File: src/rtl/board_renderer.sv
// board_renderer: 640x480@60 VGA scan of the 10x10 game board, drawing grid and per-cell shapes
module board_renderer #(
    parameter int          CELL_PX  = 40,
    parameter int          BOARD_X0 = 120,
    parameter int          BOARD_Y0 = 40,
    parameter logic [11:0] COL_BG   = 12'h000,
    parameter logic [11:0] COL_GRID = 12'hFFF,
    parameter logic [11:0] COL_TRI  = 12'hF00,
    parameter logic [11:0] COL_CIRC = 12'h00F,
    parameter logic [11:0] COL_SQR  = 12'h0F0
) (
    input  logic        clk,
    input  logic        rst,
    output logic [6:0]  addr_x,
    input  logic [1:0]  q_a,
    output logic        vga_hs,
    output logic        vga_vs,
    output logic [11:0] vga_rgb,
    output logic        frame_start
);
    localparam int OW = $clog2(CELL_PX);
    localparam logic [9:0] BX0 = 10'(BOARD_X0);
    localparam logic [9:0] BX1 = 10'(BOARD_X0 + 10 * CELL_PX);
    localparam logic [9:0] BY0 = 10'(BOARD_Y0);
    localparam logic [9:0] BY1 = 10'(BOARD_Y0 + 10 * CELL_PX);
    localparam logic [OW-1:0] O_LAST = OW'(CELL_PX - 1);
    localparam logic [7:0] HALF = 8'(CELL_PX / 2);
    localparam logic [7:0] EDGE = 8'(CELL_PX - 1);

    logic [9:0]    hcnt, vcnt;
    logic [OW-1:0] ox, oy;
    logic [3:0]    col, row;
    logic          h_last, v_last, h_in, v_in, in_board, visible, hs_raw, vs_raw;

    logic [OW-1:0] ox1, oy1, ox2, oy2;
    logic          inb1, vis1, hs1, vs1, fs1, re1, be1;
    logic          inb2, vis2, hs2, vs2, fs2, re2, be2;

    logic [7:0]    oxw, oyw, ax, ay;
    logic [11:0]   dsq, pix;
    logic          grid, tri_hit, circ_hit, sq_hit;

    assign h_last   = hcnt == 10'd799;
    assign v_last   = vcnt == 10'd524;
    assign h_in     = hcnt >= BX0 && hcnt < BX1;
    assign v_in     = vcnt >= BY0 && vcnt < BY1;
    assign in_board = h_in && v_in;
    assign visible  = hcnt < 10'd640 && vcnt < 10'd480;
    assign hs_raw   = !(hcnt >= 10'd656 && hcnt <= 10'd751);
    assign vs_raw   = !(vcnt >= 10'd490 && vcnt <= 10'd491);

    // Raster counters; both wrap together on the last pixel of the frame
    always_ff @(posedge clk or posedge rst) begin
        if (rst) begin
            hcnt <= '0;
            vcnt <= '0;
        end else begin
            hcnt <= h_last ? '0 : hcnt + 10'd1;
            if (h_last) vcnt <= v_last ? '0 : vcnt + 10'd1;
        end
    end

    // Divider-free cell position: offset counters roll into col/row, saturating at the last cell
    always_ff @(posedge clk or posedge rst) begin
        if (rst) begin
            ox  <= '0;
            col <= '0;
            oy  <= '0;
            row <= '0;
        end else begin
            if (h_last) begin
                ox  <= '0;
                col <= '0;
            end else if (h_in) begin
                ox <= ox == O_LAST ? '0 : ox + 1'b1;
                if (ox == O_LAST && col != 4'd9) col <= col + 4'd1;
            end
            if (h_last && v_last) begin
                oy  <= '0;
                row <= '0;
            end else if (h_last && v_in) begin
                oy <= oy == O_LAST ? '0 : oy + 1'b1;
                if (oy == O_LAST && row != 4'd9) row <= row + 4'd1;
            end
        end
    end

    // Stage 1: issue the board read and carry pixel context alongside it
    always_ff @(posedge clk or posedge rst) begin
        if (rst) begin
            addr_x <= '0;
            {ox1, oy1} <= '0;
            {inb1, vis1, fs1, re1, be1} <= '0;
            {hs1, vs1} <= 2'b11;
        end else begin
            if (in_board) addr_x <= {3'b000, row} * 7'd10 + {3'b000, col};
            ox1  <= ox;
            oy1  <= oy;
            inb1 <= in_board;
            vis1 <= visible;
            hs1  <= hs_raw;
            vs1  <= vs_raw;
            fs1  <= hcnt == 10'd0 && vcnt == 10'd0;
            re1  <= col == 4'd9;
            be1  <= row == 4'd9;
        end
    end

    // Stage 2: context lines up with q_a returned for the stage-1 address
    always_ff @(posedge clk or posedge rst) begin
        if (rst) begin
            {ox2, oy2} <= '0;
            {inb2, vis2, fs2, re2, be2} <= '0;
            {hs2, vs2} <= 2'b11;
        end else begin
            ox2  <= ox1;
            oy2  <= oy1;
            inb2 <= inb1;
            vis2 <= vis1;
            hs2  <= hs1;
            vs2  <= vs1;
            fs2  <= fs1;
            re2  <= re1;
            be2  <= be1;
        end
    end

    assign oxw      = 8'(ox2);
    assign oyw      = 8'(oy2);
    assign ax       = oxw >= HALF ? oxw - HALF : HALF - oxw;
    assign ay       = oyw >= HALF ? oyw - HALF : HALF - oyw;
    assign dsq      = 12'(ax) * 12'(ax) + 12'(ay) * 12'(ay);
    assign grid     = oxw == 8'd0 || oyw == 8'd0 || (re2 && oxw == EDGE) || (be2 && oyw == EDGE);
    assign tri_hit  = oyw >= 8'd6 && oyw <= 8'd33 && ax + ax <= oyw - 8'd6;
    assign circ_hit = dsq >= 12'd144 && dsq <= 12'd196;
    assign sq_hit   = oxw >= 8'd8 && oxw <= 8'd31 && oyw >= 8'd8 && oyw <= 8'd31 &&
                      (oxw <= 8'd10 || oxw >= 8'd29 || oyw <= 8'd10 || oyw >= 8'd29);

    // Shape selection; grid lines win over any cell content
    always_comb begin
        pix = COL_BG;
        pix = grid                       ? COL_GRID :
              (q_a == 2'b01 && tri_hit)  ? COL_TRI  :
              (q_a == 2'b10 && circ_hit) ? COL_CIRC :
              (q_a == 2'b11 && sq_hit)   ? COL_SQR  : COL_BG;
    end

    // Stage 3: pin registers, syncs delayed identically to the colour
    always_ff @(posedge clk or posedge rst) begin
        if (rst) begin
            vga_rgb     <= '0;
            vga_hs      <= 1'b1;
            vga_vs      <= 1'b1;
            frame_start <= 1'b0;
        end else begin
            vga_rgb     <= vis2 ? (inb2 ? pix : COL_BG) : 12'h000;
            vga_hs      <= hs2;
            vga_vs      <= vs2;
            frame_start <= fs2;
        end
    end
endmodule

File: config.mk
export PLATFORM = sky130hd
export DESIGN_NAME = board_renderer
export DESIGN_NICKNAME = d
export VERILOG_FILES = /design/src/rtl/board_renderer.sv
export SDC_FILE = /design/constraint.sdc
export NUM_CORES = 1
export LEC_CHECK = 0
export CORE_ASPECT_RATIO = 1.4
export CORE_MARGIN = 2
export CORE_UTILIZATION = 30
export CTS_BUF_LIST = sky130_fd_sc_hd__clkbuf_16
export CTS_CLUSTER_DIAMETER = 150
export DETAILED_ROUTE_END_ITERATION = 6
export MAX_ROUTING_LAYER = met4
export SLEW_MARGIN = 0
export SYNTH_ARGS = -nofsm -noshare
export SYNTH_HDL_FRONTEND = slang
export SYNTH_SLANG_ARGS = --single-unit
export TNS_END_PERCENT = 10
File: constraint.sdc
create_clock -name clk -period 20.3 [get_ports clk]
set_input_delay 2.03 -clock clk [delete_from_list [all_inputs] [get_ports clk]]
set_output_delay 2.03 -clock clk [all_outputs]
set_load 0.01 [all_outputs]
==> load_flow_metrics.sql <==
INSERT INTO impl_metrics (metric_group, metric, value, unit) VALUES
('cells_and_area', 'nets', '925', ''),
('clock_tree', 'htree_num_levels', '3', ''),
('sta', 'finalHoldViolations', '0', ''),
('setup_path', 'worst_path_most_repeated_cell', 'fa_1', ''),
('cells_and_area', 'ff_latch_area', '2280', 'µm²'),
('power', 'sequential_share_of_power', '52.0', '%'),
('route', 'route.vias.total', '5118', ''),
('placement', 'gp_routability_congestion', '0.865', ''),
('run', 'number_of_maximum_capacitance_constraint_violations', '0', ''),
('power', 'leakagePower', '4.00', 'nW'),
('power', 'cell_internal_pwr', '0.276', 'mW'),
('yosys', 'netlist_top_cells_area', 'dfrtp_1 (29%), fa_1 (17%), ha_1 (13%)', ''),
('global_route', 'grt_start_max_net_pins', '66', ''),
('setup_path', 'worstPathMaxFanout', '8', ''),
('clock_tree', 'insertion_delay', '0.34', 'ns'),
('power', 'power_frac_comb', '1.3', '%'),
('route', 'drt-wirelength-per-cell', '13.7', 'µm'),
('yosys', 'yosys_warnings', '0', ''),
('placement', 'dpl.hpwl', '12000', 'µm'),
('yosys', 'postSynthNetCount', '909', ''),
('sta', 'tightest_slew', '0.865', 'ns'),
('global_route', 'first_pass_grt_wire_length', '26000', 'µm'),
('sta', 'finalSetupViolCount', '0', ''),
('yosys', 'yosys_most_used_dff', 'dfrtp_1', ''),
('setup_path', 'timing.critical_path.to_type', 'flop', ''),
('clock_tree', 'clock_tree.buffer_depth', '2', ''),
('clock_tree', 'cts.hold.buffers_added', '0', ''),
('floorplan', 'die_area', '26000', 'µm²'),
('route', 'via_per_inst', '4.66', ''),
('clock_tree', 'ctsRootBufferMaster', 'clkbuf_16', ''),
('yosys', 'synthCells', '763', ''),
('power', 'clockPowerShare', '46.7', '%'),
('floorplan', 'floorplan.initialDensity', '30.3', '%'),
('setup_path', 'worstPathCellList', 'inv_1 -> ha_1 -> nand2_1 -> nand3_1 -> a21oi_1 -> nor2_1 -> a21oi_1 -> nor2_1 -> fa_1 -> fa_1 -> fa_1 -> fa_1 -> fa_1 -> inv_1 -> fa_1 -> inv_1 -> ha_1 -> nand2b_1 -> a21oi_1 -> or4b_2 -> nor3_1 -> nand4_1 -> o32ai_1', ''),
('floorplan', 'placeableCoreArea', '24400', 'µm²'),
('floorplan', 'fp.dieW', '137', 'µm'),
('cells_and_area', 'layout.filler_cells', '2464', ''),
('cells_and_area', 'multi_input_comb_area', '4520', 'µm²'),
('route', 'wl', '15100', 'µm'),
('placement', 'io_buffers', '25', ''),
('yosys', 'ys_async_sr_fraction', '100', '%'),
('cells_and_area', 'mostFrequentLayoutCell', 'inv_1', ''),
('sta', 'timing.fmax', '130', 'MHz'),
('yosys', 'synth-edff-count', '0', ''),
('route', 'dr.first_iter.drc_count', '250', ''),
('sta', 'layout_min_cycle_time', '7.69', 'ns'),
('floorplan', 'fp.dieH', '190', 'µm'),
('power', 'power-per-cell-area', '42.4', 'nW/µm²'),
('yosys', 'synth_sequential_area_ratio', '30.9', '%'),
('power', 'peakVddDrop', '0.0000343', 'V'),
('hold_path', 'min_path_type', 'flop to flop', ''),
('setup_path', 'critPathBufInv', '3', ''),
('sta', 'fin_skew', '0.0120', 'ns'),
('sta', 'totalNegativeSetupSlack', '0', 'ns'),
('clock_tree', 'path_clk_slew', '0.07', 'ns'),
('power', 'switchingPower', '0.0727', 'mW'),
('global_route', 'grt_antenna_before_repair', '0', ''),
('sta', 'timing.max_slew.rel_slack', '41.7', '%'),
('clock_tree', 'cts_setup_buffers', '0', ''),
('setup_path', 'cpPeakStageDelay', '0.60', 'ns'),
('sta', 'timing.final.crit_share', '37.9', '%'),
('yosys', 'synth_area', '7400', 'µm²'),
('cells_and_area', 'stdcell_area', '8230', 'µm²'),
('sta', 'rsz0062_at_grt', 'false', ''),
('floorplan', 'fp-row-count', '68', ''),
('cells_and_area', 'syn2layout_area_growth', '11.2', '%'),
('route', 'drt_drc_violations_left', '0', ''),
('global_route', 'grt_usage', '12.9', '%'),
('setup_path', 'critPathKind', 'flop to flop', ''),
('clock_tree', 'cts_resized', '0', ''),
('status', 'outcome', 'finished, final reports clean', '');
## power groups by stage
stage	Clock (mW)	Sequential [mW]	Combinational, mW
after CTS	0.168	0.181	0.00488
final	0.163	0.181	0.00454
after detailed placement	0	0.185	0.00490
after floorplan	0	0.185	0.00273
after global routing	0.177	0.181	0.00539
after global placement	0	0.185	0.00490
## logic make-up (layout without fill, tap and decap cells)
group,count (synthesis),count (layout),synth area share [%]
compound gates,110,110,8.85
simple gates,208,208,14.2
buf+inv,150,171,8.07
fa+ha+maj,142,142,30.5
flops,91,91,30.9
mux,6,6,0.862
xor+xnor,56,56,6.63
## sequential cells by signal, indices dropped and copies added (netlist names), 6 cells and up
name / cells
oy1: 6
hcnt: 10
vcnt: 10
oy2: 6
addr_x: 7
ox1: 6
ox: 6
ox2: 6
oy: 6
## cell usage after synthesis, drive strengths merged (5+ instances only)
cell and instances:
nand4 13, nor2 54, nor2b 9, nand2b 5, and2 7, a21oi 38, and3 11, a211oi 5
xor2 27, fa 64, dfstp 6, nand3 19, nand2 52, dfrtp 85, or3 7, clkbuf 12
xnor2 29, inv 128, ha 78, o21ai 38, nand3b 5, nor3 9, buf 10
## per-stage QoR
step	utilization [%]	instances	power [mW]	worst slack (ns)	hold WS [ns]
2_1_floorplan	-	763	0.187	13.31	0.331
3_3_place_gp	32.5	1083	0.190	12.80	0.332
3_5_place_dp	32.5	1083	0.190	12.65	0.335
4_1_cts	33.7	1099	0.354	12.61	0.348
5_1_grt	33.7	1099	0.363	12.04	0.352
6_report	33.7	1099	0.349	12.61	0.346
## cell type report
type | count | share of cell area, %
Timing Repair Buffer | 27 | 3.22
Clock inverter | 7 | 0.730
Tap cell | 315 | 4.79
Clock buffer | 9 | 2.74
Inverter | 128 | 5.87
Sequential cell | 91 | 27.8
Multi-Input combinational cell | 522 | 54.9
## worst reg2reg max path: cells and delay by family (launching register included)
family	cells	cell delay, ns
fa+ha+maj	8	3.88
buf+inv	3	0.34
compound gates	4	1.27
simple gates	8	1.57
flops	1	0.52
## layer usage
| layer | share of wire, % | GRT usage (%) | up-vias |
|---|---|---|---|
| li1 | - | - | 2510 |
| met1 | 42 | 15.1 | 2520 |
| met2 | 54 | 22.9 | 67 |
| met3 | 1.9 | 1.31 | 21 |
| met4 | 2.1 | 4.53 | 0 |
| met5 | 0 | - | - |
## final timing paths
check	startpoint	endpoint	slack, ns	cells after the start
worst min register to register	inb1	inb2	0.35	0
max in group asynchronous	rst	row[2]	17.15	3
worst min-delay path	inb1	inb2	0.35	0
min in group asynchronous	rst	hcnt[4]	2.02	2
worst max-delay path	oy2[0]	vga_rgb[3]	12.61	23
worst max register to register	oy2[0]	vga_rgb[3]	12.61	23
Power figures use the tool's default switching activity.
